File: config.mk
export PLATFORM = sky130hd
export DESIGN_NAME = if_fetch_queue
export DESIGN_NICKNAME = d
export VERILOG_FILES = /design/src/rtl/if_fetch_pkg.sv /design/src/rtl/if_fetch_queue_fifo.sv /design/src/rtl/if_fetch_queue.sv
export SDC_FILE = /design/constraint.sdc
export NUM_CORES = 1
export LEC_CHECK = 0
export ABC_CLOCK_PERIOD_IN_PS = 4600
export CAP_MARGIN = 40
export CORE_UTILIZATION = 56
export DETAILED_ROUTE_END_ITERATION = 8
export GPL_TIMING_DRIVEN = 0
export PLACE_DENSITY = 0.91
export REMOVE_ABC_BUFFERS = 1
export SLEW_MARGIN = 25
export SYNTH_ARGS = -nofsm -noshare
export SYNTH_HDL_FRONTEND = slang
export SYNTH_SLANG_ARGS = --single-unit
File: constraint.sdc
create_clock -name clk_i -period 4.6 [get_ports clk_i]
set_input_delay 1.38 -clock clk_i [delete_from_list [all_inputs] [get_ports clk_i]]
set_output_delay 1.38 -clock clk_i [all_outputs]
set_load 0.02 [all_outputs]
File: src/rtl/if_fetch_pkg.sv
// Shared types and defaults for the instruction-fetch front end.
package if_fetch_pkg;

    localparam int unsigned DEFAULT_DEPTH    = 4;
    localparam logic [31:0] DEFAULT_RESET_PC = 32'h0000_0000;
    localparam logic [31:0] WORD_BYTES       = 32'd4;

    // FETCH issues requests normally; DROP waits out a request made stale by a redirect.
    typedef enum logic [0:0] {
        FETCH = 1'b0,
        DROP  = 1'b1
    } fetch_state_e;

    // One prefetched instruction together with the address that follows it.
    typedef struct packed {
        logic [31:0] pc4;
        logic [31:0] instr;
    } fetch_entry_t;

    // Address of the next sequential word. Arithmetic wraps modulo 2^32.
    function automatic logic [31:0] next_word_addr(input logic [31:0] addr);
        return addr + WORD_BYTES;
    endfunction

endpackage

File: src/rtl/if_fetch_queue_fifo.sv
// Prefetch FIFO: circular buffer of fetch entries with push, pop and flush.
// Flush takes priority over push and pop. A push into a full FIFO is accepted
// only when a pop happens in the same cycle, so the count stays unchanged.
module fetch_fifo
    import if_fetch_pkg::*;
#(
    parameter int unsigned DEPTH = DEFAULT_DEPTH
) (
    input  logic                       clk_i,
    input  logic                       rst_i,
    input  logic                       flush_i,
    input  logic                       push_i,
    input  fetch_entry_t               push_data_i,
    input  logic                       pop_i,
    output fetch_entry_t               head_o,
    output logic                       valid_o,
    output logic [$clog2(DEPTH):0]     count_o
);

    localparam int unsigned AW = $clog2(DEPTH);
    localparam int unsigned CW = AW + 1;
    localparam logic [AW-1:0] PTR_ONE   = AW'(1);
    localparam logic [CW-1:0] CNT_ONE   = CW'(1);
    localparam logic [CW-1:0] CNT_ZERO  = CW'(0);
    localparam logic [CW-1:0] CNT_FULL  = CW'(DEPTH);

    fetch_entry_t    mem_q [DEPTH];
    logic [AW-1:0]   wr_ptr_q;
    logic [AW-1:0]   wr_ptr_d;
    logic [AW-1:0]   rd_ptr_q;
    logic [AW-1:0]   rd_ptr_d;
    logic [CW-1:0]   count_q;
    logic [CW-1:0]   count_d;
    logic            push_s;
    logic            pop_s;

    // Qualify push/pop against flush and occupancy, then compute pointer and count updates.
    always_comb begin
        pop_s    = 1'b0;
        push_s   = 1'b0;
        wr_ptr_d = wr_ptr_q;
        rd_ptr_d = rd_ptr_q;
        count_d  = count_q;
        if (flush_i) begin
            wr_ptr_d = {AW{1'b0}};
            rd_ptr_d = {AW{1'b0}};
            count_d  = CNT_ZERO;
        end else begin
            pop_s  = pop_i && (count_q != CNT_ZERO);
            push_s = push_i && ((count_q != CNT_FULL) || pop_s);
            if (pop_s) begin
                rd_ptr_d = rd_ptr_q + PTR_ONE;
            end else begin
                rd_ptr_d = rd_ptr_q;
            end
            if (push_s) begin
                wr_ptr_d = wr_ptr_q + PTR_ONE;
            end else begin
                wr_ptr_d = wr_ptr_q;
            end
            if (push_s && !pop_s) begin
                count_d = count_q + CNT_ONE;
            end else if (pop_s && !push_s) begin
                count_d = count_q - CNT_ONE;
            end else begin
                count_d = count_q;
            end
        end
    end

    // Pointer and occupancy registers with synchronous active-low reset.
    always_ff @(posedge clk_i) begin
        if (!rst_i) begin
            wr_ptr_q <= {AW{1'b0}};
            rd_ptr_q <= {AW{1'b0}};
            count_q  <= CNT_ZERO;
        end else begin
            wr_ptr_q <= wr_ptr_d;
            rd_ptr_q <= rd_ptr_d;
            count_q  <= count_d;
        end
    end

    // Entry storage; contents are meaningless while unoccupied, so no reset is needed.
    always_ff @(posedge clk_i) begin
        if (push_s) begin
            mem_q[wr_ptr_q] <= push_data_i;
        end
    end

    // Head view is forced to zero while empty so downstream never sees stale data.
    always_comb begin
        valid_o = (count_q != CNT_ZERO);
        count_o = count_q;
        if (count_q != CNT_ZERO) begin
            head_o = mem_q[rd_ptr_q];
        end else begin
            head_o = '0;
        end
    end

endmodule

File: src/rtl/if_fetch_queue.sv
// Instruction-fetch front end: owns the fetch PC, runs the req/ack handshake
// with instruction memory and buffers returned words in a prefetch FIFO.
// A redirect flushes the FIFO; a request already issued to memory must still
// be completed, and its data is thrown away (DROP state).
module if_fetch_queue
    import if_fetch_pkg::*;
#(
    parameter int unsigned DEPTH    = DEFAULT_DEPTH,
    parameter logic [31:0] RESET_PC = DEFAULT_RESET_PC
) (
    input  logic        clk_i,
    input  logic        rst_i,
    input  logic        redirect_i,
    input  logic [31:0] redirect_pc_i,
    input  logic        stall_i,
    output logic        imem_req_o,
    output logic [31:0] imem_addr_o,
    input  logic        imem_ack_i,
    input  logic [31:0] imem_rdata_i,
    output logic        valid_o,
    output logic [31:0] instr_o,
    output logic [31:0] pc4_o
);

    localparam int unsigned CW = $clog2(DEPTH) + 1;
    localparam logic [CW-1:0] CNT_FULL = CW'(DEPTH);

    fetch_state_e   state_q;
    fetch_state_e   state_d;
    logic [31:0]    fetch_pc_q;
    logic [31:0]    fetch_pc_d;
    logic [31:0]    req_addr_q;
    logic [31:0]    req_addr_d;
    logic           inflight_q;
    logic           inflight_d;

    logic           req_s;
    logic [31:0]    addr_s;
    logic           ack_s;
    logic           push_s;
    logic           pop_s;
    logic           flush_s;
    fetch_entry_t   push_data_s;
    fetch_entry_t   head_s;
    logic           fifo_valid_s;
    logic [CW-1:0]  fifo_count_s;
    logic           fifo_full_s;

    fetch_fifo #(
        .DEPTH (DEPTH)
    ) u_fifo (
        .clk_i       (clk_i),
        .rst_i       (rst_i),
        .flush_i     (flush_s),
        .push_i      (push_s),
        .push_data_i (push_data_s),
        .pop_i       (pop_s),
        .head_o      (head_s),
        .valid_o     (fifo_valid_s),
        .count_o     (fifo_count_s)
    );

    // Handshake qualifiers. A request is only started with room in the FIFO and,
    // once started, stays up (same address) until acked. Holding reset low
    // drops the request immediately.
    always_comb begin
        fifo_full_s = (fifo_count_s == CNT_FULL);
        req_s       = rst_i && (inflight_q || ((state_q == FETCH) && !fifo_full_s));
        if (inflight_q) begin
            addr_s = req_addr_q;
        end else begin
            addr_s = fetch_pc_q;
        end
        ack_s       = req_s && imem_ack_i;
        pop_s       = fifo_valid_s && !stall_i && !redirect_i;
        push_s      = (state_q == FETCH) && ack_s && !redirect_i;
        flush_s     = redirect_i;
        push_data_s = '{pc4: next_word_addr(addr_s), instr: imem_rdata_i};
    end

    // State register: FSM state, fetch PC and in-flight request tracking.
    always_ff @(posedge clk_i) begin
        if (!rst_i) begin
            state_q    <= FETCH;
            fetch_pc_q <= RESET_PC;
            req_addr_q <= RESET_PC;
            inflight_q <= 1'b0;
        end else begin
            state_q    <= state_d;
            fetch_pc_q <= fetch_pc_d;
            req_addr_q <= req_addr_d;
            inflight_q <= inflight_d;
        end
    end

    // Next-state logic: redirect wins over everything; an unacked request at
    // redirect time forces DROP so its data is discarded when it returns.
    always_comb begin
        state_d    = state_q;
        fetch_pc_d = fetch_pc_q;
        inflight_d = req_s && !ack_s;
        if (req_s) begin
            req_addr_d = addr_s;
        end else begin
            req_addr_d = req_addr_q;
        end
        case (state_q)
            FETCH: begin
                if (redirect_i) begin
                    fetch_pc_d = redirect_pc_i;
                    if (req_s && !ack_s) begin
                        state_d = DROP;
                    end else begin
                        state_d = FETCH;
                    end
                end else if (ack_s) begin
                    fetch_pc_d = next_word_addr(addr_s);
                    state_d    = FETCH;
                end else begin
                    fetch_pc_d = fetch_pc_q;
                    state_d    = FETCH;
                end
            end
            DROP: begin
                if (redirect_i) begin
                    fetch_pc_d = redirect_pc_i;
                end else begin
                    fetch_pc_d = fetch_pc_q;
                end
                if (ack_s) begin
                    state_d = FETCH;
                end else begin
                    state_d = DROP;
                end
            end
            default: begin
                state_d    = FETCH;
                fetch_pc_d = fetch_pc_q;
            end
        endcase
    end

    // Output logic: memory handshake and FIFO head presentation.
    always_comb begin
        imem_req_o  = req_s;
        imem_addr_o = addr_s;
        valid_o     = fifo_valid_s;
        if (fifo_valid_s) begin
            instr_o = head_s.instr;
            pc4_o   = head_s.pc4;
        end else begin
            instr_o = 32'h0000_0000;
            pc4_o   = 32'h0000_0000;
        end
    end

endmodule

---- Word-level counts from Yosys, hierarchy flattened ----
Memory sizes are Yosys's and may differ from the RTL's. A register that Yosys moved wholly into a read port is not among the register bits.
Index checks and enable logic that the tools add are counted.
word-level totals
  bits in registers ....................... 73
  bits in latches ......................... 0
  memory bits (writable) .................. 256
  bits in read-only memories .............. 0
  output and inout port bits .............. 98
  word-level logic and storage cells ...... 61
  memories kept ........................... 1
memories
  name          words  bits a word  rd ports  clocked after Yosys merged registers in  wr ports  RTL line                   source
  u_fifo.mem_q  4      64           1         1                                        1         if_fetch_queue_fifo.sv:27  fetch_entry_t mem_q [DEPTH];
cells by class
  add/subtract/negate cells ............... 5
  multiply operators ...................... 0
  div/mod/pow operators ................... 0
  magnitude comparators ................... 0
  eq/ne operators ......................... 4
  shifts and indexed selects .............. 0
  multiplexer cells ....................... 18
  bitwise gates (word level) .............. 2
  reduce and logical (&&, ||, !) cells .... 24
operator list
  operator                                          number
  2-to-1 mux 32 bit                                 6
  one-hot mux 32 bit (2 select lines)               1
  adder 32 x 3 -> 32 bit, second input constant     1
  logical AND 1 bit                                 12
  zero test 1 bit                                   6
  2-to-1 mux 1 bit                                  6
  2-to-1 mux 3 bit                                  2
  != test 3 bit, second input constant              2
  adder 2 x 1 -> 2 bit, second input constant       2
  2-to-1 mux 2 bit                                  2
  adder 3 x 1 -> 3 bit, second input constant       1
  == test 3 bit, second input constant              1
  nonzero test 3 bit                                1
  subtractor 3 x 1 -> 3 bit, second input constant  1
  logical OR 1 bit                                  2
  != test 2 bit, second input constant              1
  NOT 1 bit                                         2
  one-hot mux 1 bit (2 select lines)                1
  AND reduction 2 bit                               1
  nonzero test 2 bit                                1
  OR reduction 2 bit                                1

---- Depth between registers and ports, before layout ----
  depth after elaboration ................. 13
  mapped depth ............................ 13

---- By module ----
A second synthesis with hierarchy kept.
unflattened totals
  cells, all modules ...................... 991
  area total of the unflattened synthesis .. 14541.4 um^2
modules (own cells, without submodules)
  module          instances  cells an instance  area each (um^2)  seq. area each (um^2)
  fetch_fifo      1          456                10213.5           7867.5
  if_fetch_queue  1          535                4327.9            1321.3

---- Least setup slack after synthesis ----
No wires, ideal clock.
  path type ............................... input -> register
  from .................................... input port redirect_i
  to ...................................... memory u_fifo.mem_q[1][0] (netlist bit) (enable)
  setup time .............................. 429 ps
  arrival time ............................ 3772 ps
  required time ........................... 4171 ps
  path slack .............................. 399 ps
  stages on the path ...................... 5
  path buffers ............................ 1
  cell sequence ........................... clkbuf_1 -> nor2_1 -> nand2_1 -> a211oi_2 -> and2_1
on the way
  longest elaborated chain between the ends .. 8
RTL lines
  what                                      RTL line                                    source
  from (decl)                               if_fetch_queue.sv:13                        input logic redirect_i,
  zero test 1 bit                           if_fetch_queue.sv:75, if_fetch_queue.sv:76
  logical AND 1 bit                         if_fetch_queue.sv:75                        pop_s = fifo_valid_s && !stall_i && !redirect_i;
  logical AND 1 bit                         if_fetch_queue_fifo.sv:49                   pop_s = pop_i && (count_q != CNT_ZERO);
  logical OR 1 bit                          if_fetch_queue_fifo.sv:50                   push_s = push_i && ((count_q != CNT_FULL) || pop_s);
  logical AND 1 bit                         if_fetch_queue_fifo.sv:50
  2-to-1 mux 1 bit *                        if_fetch_queue_fifo.sv:44                   if (flush_i) begin
  2-to-1 mux 1 bit *                        if_fetch_queue_fifo.sv:86                   if (push_s) begin
  2-to-1 mux 1 bit (implied by the code) *  if_fetch_queue_fifo.sv:87                   mem_q[wr_ptr_q] <= push_data_i;
  to (decl)                                 if_fetch_queue_fifo.sv:27
Mark *: on every way between the ends. The rest lies on a longest branch, timed or not.

---- Worst setup path after layout ----
  from .................................... input port redirect_i
  to ...................................... register u_fifo.count_q[2], in the netlist u_fifo.count_o[2]
on the way
  longest elaborated chain between the ends .. 8
RTL lines
  what                                 RTL line                                    source
  zero test 1 bit                      if_fetch_queue.sv:75, if_fetch_queue.sv:76
  logical AND 1 bit                    if_fetch_queue.sv:75
  logical AND 1 bit                    if_fetch_queue_fifo.sv:49
  logical OR 1 bit                     if_fetch_queue_fifo.sv:50
  logical AND 1 bit                    if_fetch_queue_fifo.sv:50
  zero test 1 bit                      if_fetch_queue_fifo.sv:63                   end else if (pop_s && !push_s) begin
  logical AND 1 bit                    if_fetch_queue_fifo.sv:63
  nonzero test 2 bit (no source line)  -
  to (signal assigned)                 if_fetch_queue_fifo.sv:80                   count_q <= count_d;
  to (decl)                            if_fetch_queue_fifo.sv:32                   logic [CW-1:0] count_q;
Parallel ways exist; a longest one is shown, timed or not.
A chain may end at the register's enable or synchronous reset.

==> impl_summary.log <==
INFO  metric synthCells = 920
INFO  metric synth_seq_area_share = 65.9%
INFO  metric final_core_util = 70.9%
INFO  metric unique_masters_post_synth = 58
INFO  metric detail_route.vias_per_cell = 6.06
INFO  metric clk_pin_slew = 0.06 ns
INFO  metric synth.avg_cell_area = 15.1 µm²
INFO  metric timing.critical_path.arrival = 4.74 ns
INFO  metric dr.max_layer_used = met4
INFO  metric power.combinational.fraction = 10.0%
INFO  metric timing_max_transition_violations_final = 0
INFO  metric worstSetupEndpoint = u_fifo.count_o[2]
INFO  metric vdd_ir_drop_max = 0.247 mV
INFO  metric wire_length_of_the_first_global_routing_pass = 49.5 mm
INFO  metric initial_utilization = 57.1%
INFO  metric drive_gt1_share = 15.4%
INFO  metric r2r-end = u_fifo.count_o[2]
INFO  metric io_pins = 167
INFO  metric cts.sinks = 331
INFO  metric critical_path_class = input port to register
INFO  metric die_height = 160 µm
INFO  metric clockPowerShare = 41.2%
INFO  metric timing.final.ws_setup = 0.278 ns
INFO  metric synthFlopType = edfxtp_1
INFO  metric antenna_cells = 0
INFO  metric initialDrtViolationCount = 821
INFO  metric switching_share = 22.7%
INFO  metric via_count_of_the_first_global_routing_pass = 8836
INFO  metric drt_first_pass_iters = 5
INFO  metric synth_area = 13900 µm²
INFO  metric synthDominantAreaCellType = edfxtp_1
INFO  metric drt-met1-wl = 12.8 mm
INFO  metric whs_path_depth = 2
INFO  metric postRouteAntennaNets = 0
INFO  metric hold_path_class = register to register
INFO  metric clock.fmax = 231 MHz
INFO  metric antenna_found_initial = 0
INFO  metric ys_seq_elements = 331
INFO  metric area_growth_from_synthesis_to_final_layout = 24.1%
INFO  metric worst_skew_pair.late_latency = 0.50 ns
INFO  metric max_slew_margin = 52.1%
INFO  metric hold_viol_final = 0
INFO  metric floorplan.core_area = 24400 µm²
INFO  metric final_area = 17300 µm²
INFO  metric timing.critical_path.required = 5.02 ns
INFO  metric synth-warning-count = 0
INFO  metric wl_met2 = 16.1 mm
INFO  metric power_density = 402 nW/µm²
INFO  metric seq_power_share = 48.7%
INFO  metric dominant_cell_by_count_in_the_synthesized_netlist = edfxtp_1
INFO  metric routedWlPerCell = 22.4 µm
INFO  metric synth.area.top_cells = edfxtp_1, dfxtp_1, mux4_2
INFO  metric reg2reg_depth = 10
INFO  metric run_status = finished clean
INFO  metric critPathMaxFanout = 14
INFO  metric worst_setup_path_startpoint = redirect_i
INFO  metric cts_max_path_buffers = 3
INFO  metric critical_path.startpoint_type = input port
INFO  metric floorplan.rows = 57
INFO  metric fin_crit = 4.32 ns
INFO  metric netlist.area_leader.share = 55.2%
INFO  metric layout_worst_path_cycle_share = 94.0%
INFO  metric n_fill_cell = 1547
INFO  metric total_leakage_power = 5.85 nW
INFO  metric reg2reg_launch_point = inflight_q
INFO  metric reg2reg_setup_slack = 1.08 ns
INFO  metric cts.root.buffer_cell = clkbuf_16
INFO  metric tritoncts = done
INFO  metric slew_worst_pin = 0.719 ns
INFO  metric vias = 8676
INFO  metric dp_hpwl = 19.9 mm
INFO  metric cell_area_after_placement = 16100 µm²
INFO  metric finalWeightedCongestion = 0.811
INFO  metric post_cts_hold_buffer_count = 0
INFO  metric drcViolationCount = 0
INFO  metric tritoncts.num_buffers = 35
INFO  metric grt_setup_unrepaired = no
INFO  metric met3_length = 2.54 mm
INFO  metric ys_top_cells_by_count = edfxtp_1, dfxtp_1, and2_1
INFO  metric cts_resized = 0
INFO  metric layout.nets = 1157
INFO  metric cts-htree-levels = 2
INFO  metric grt_start_max_net_pins = 67
INFO  metric end_kind = register
INFO  metric total_global_route_track_usage = 25.3%
INFO  metric grt_overflow_total = 0
INFO  metric postCtsSetupRepairBufs = 0
INFO  metric finalSetupViolCount = 0
INFO  metric fin_skew = 0.0137 ns
INFO  metric async_flop_share = 0%
INFO  metric p_int = 0.00537 W
INFO  metric timing.max_cap.violations = 0
INFO  metric routed_wirelength = 32.0 mm
INFO  metric post-place-ws = -0.110 ns
INFO  metric finalHoldWorstSlack = 0.460 ns
INFO  metric synth-edff-count = 256
INFO  metric total_switching_power = 0.00158 W
INFO  metric place.port_buffers = 166
INFO  metric die_area = 25500 µm²
INFO  metric design_power = 0.00695 W
INFO  metric floorplan.die.width = 160 µm
-- worst max-delay path, stage by stage --
cell and delay [ns]:
clkdlybuf4s50_1 0.60, nor2_2 0.65, nand2_1 0.18, a211oi_2 0.52
ha_1 0.31, inv_1 0.07, fa_1 0.37, xor2_1 0.18
or3_1 0.31, a21oi_1 0.16
-- final cells by class --
cell class	instances	area, µm²	share of cell area [%]
clock buffers	51	1040	6.01
clock inverters	12	146	0.847
inverters	37	140	0.810
multi-input cells	496	4400	25.4
flip-flops and latches	331	9200	53.2
well taps	324	405	2.34
repair buffers	180	1960	11.3
-- metrics by stage --
| stage | setup TNS (ns) | cells |
|---|---|---|
| after floorplan | -421.74 | 864 |
| after global placement | -1286.82 | 1354 |
| after detailed placement | -0.110 | 1366 |
| after CTS | 0 | 1429 |
| after global routing | 0 | 1431 |
| final | 0 | 1431 |
-- cells in the final DEF, fill, tap and decap left out, drive strengths merged, types with 2 or more instances in the layout --
master	n
mux4	64
clkinv	7
xnor2	29
nand4	14
o21ai	11
o21a	12
buf	14
nor3b	4
bufinv	3
nor2	61
nor3	6
clkinvlp	2
clkbuf	52
clkdlybuf4s50	165
mux2	2
xor2	3
or3	4
nand4b	5
inv	37
nor2b	2
nand2	40
mux2i	34
a221oi	2
edfxtp	256
and2	68
a31oi	2
a211oi	32
o221a	12
a311oi	3
nand3	22
a21oi	18
a22oi	6
nand3b	11
dfxtp	75
o221ai	6
ha	6
o211ai	4
-- routing by layer --
| metal | global-route usage, % | vias to the layer above |
|---|---|---|
| met3 | 5.09 | 53 |
| met1 | 33.6 | 4387 |
| met2 | 42.6 | 397 |
| li1 | - | 3839 |
| met4 | 7.34 | 0 |
| met5 | 0 | - |
-- registers in the layout, indices dropped and copies added (netlist names), named ones only --
signal,flops
u_fifo.count_o,3
u_fifo.rd_ptr_q,2
fetch_pc_q,32
inflight_q,1
u_fifo.mem_q,256
state_q,1
u_fifo.wr_ptr_q,2
req_addr_q,32
-- power groups by stage --
stage                     Clock [W]  Sequential [W]  Combinational [W]
final                       0.00287         0.00339           0.000697
after CTS                   0.00291         0.00339           0.000694
after detailed placement          0         0.00345           0.000687
after global placement            0         0.00346           0.000639
after floorplan                   0         0.00344           0.000362
after global routing        0.00302         0.00340           0.000741
-- how the worst min path moves through the flow --
| stage | from | to |
|---|---|---|
| 2_1_floorplan | fetch_pc_q[0] | fetch_pc_q[0] |
| 4_1_cts | fetch_pc_q[0] | fetch_pc_q[0] |
| 3_3_place_gp | fetch_pc_q[0] | fetch_pc_q[0] |
| 3_5_place_dp | fetch_pc_q[0] | fetch_pc_q[0] |
| 5_1_grt | fetch_pc_q[0] | fetch_pc_q[0] |
| 6_report | fetch_pc_q[0] | fetch_pc_q[0] |
-- kinds of logic (layout without fill, tap and decap cells) --
family	count (synthesis)	count (layout)	synth area share, %
flip-flops	331	331	65.9
AND/OR/NAND/NOR	242	242	9.29
AO/OA/AOI/OAI	115	115	6.33
multiplexers	100	100	12.9
buffers and inverters	93	280	2.79
XOR/XNOR	32	32	2.01
adder cells (fa/ha/maj)	7	7	0.682
Note: power is estimated with default switching activity, not from simulation.
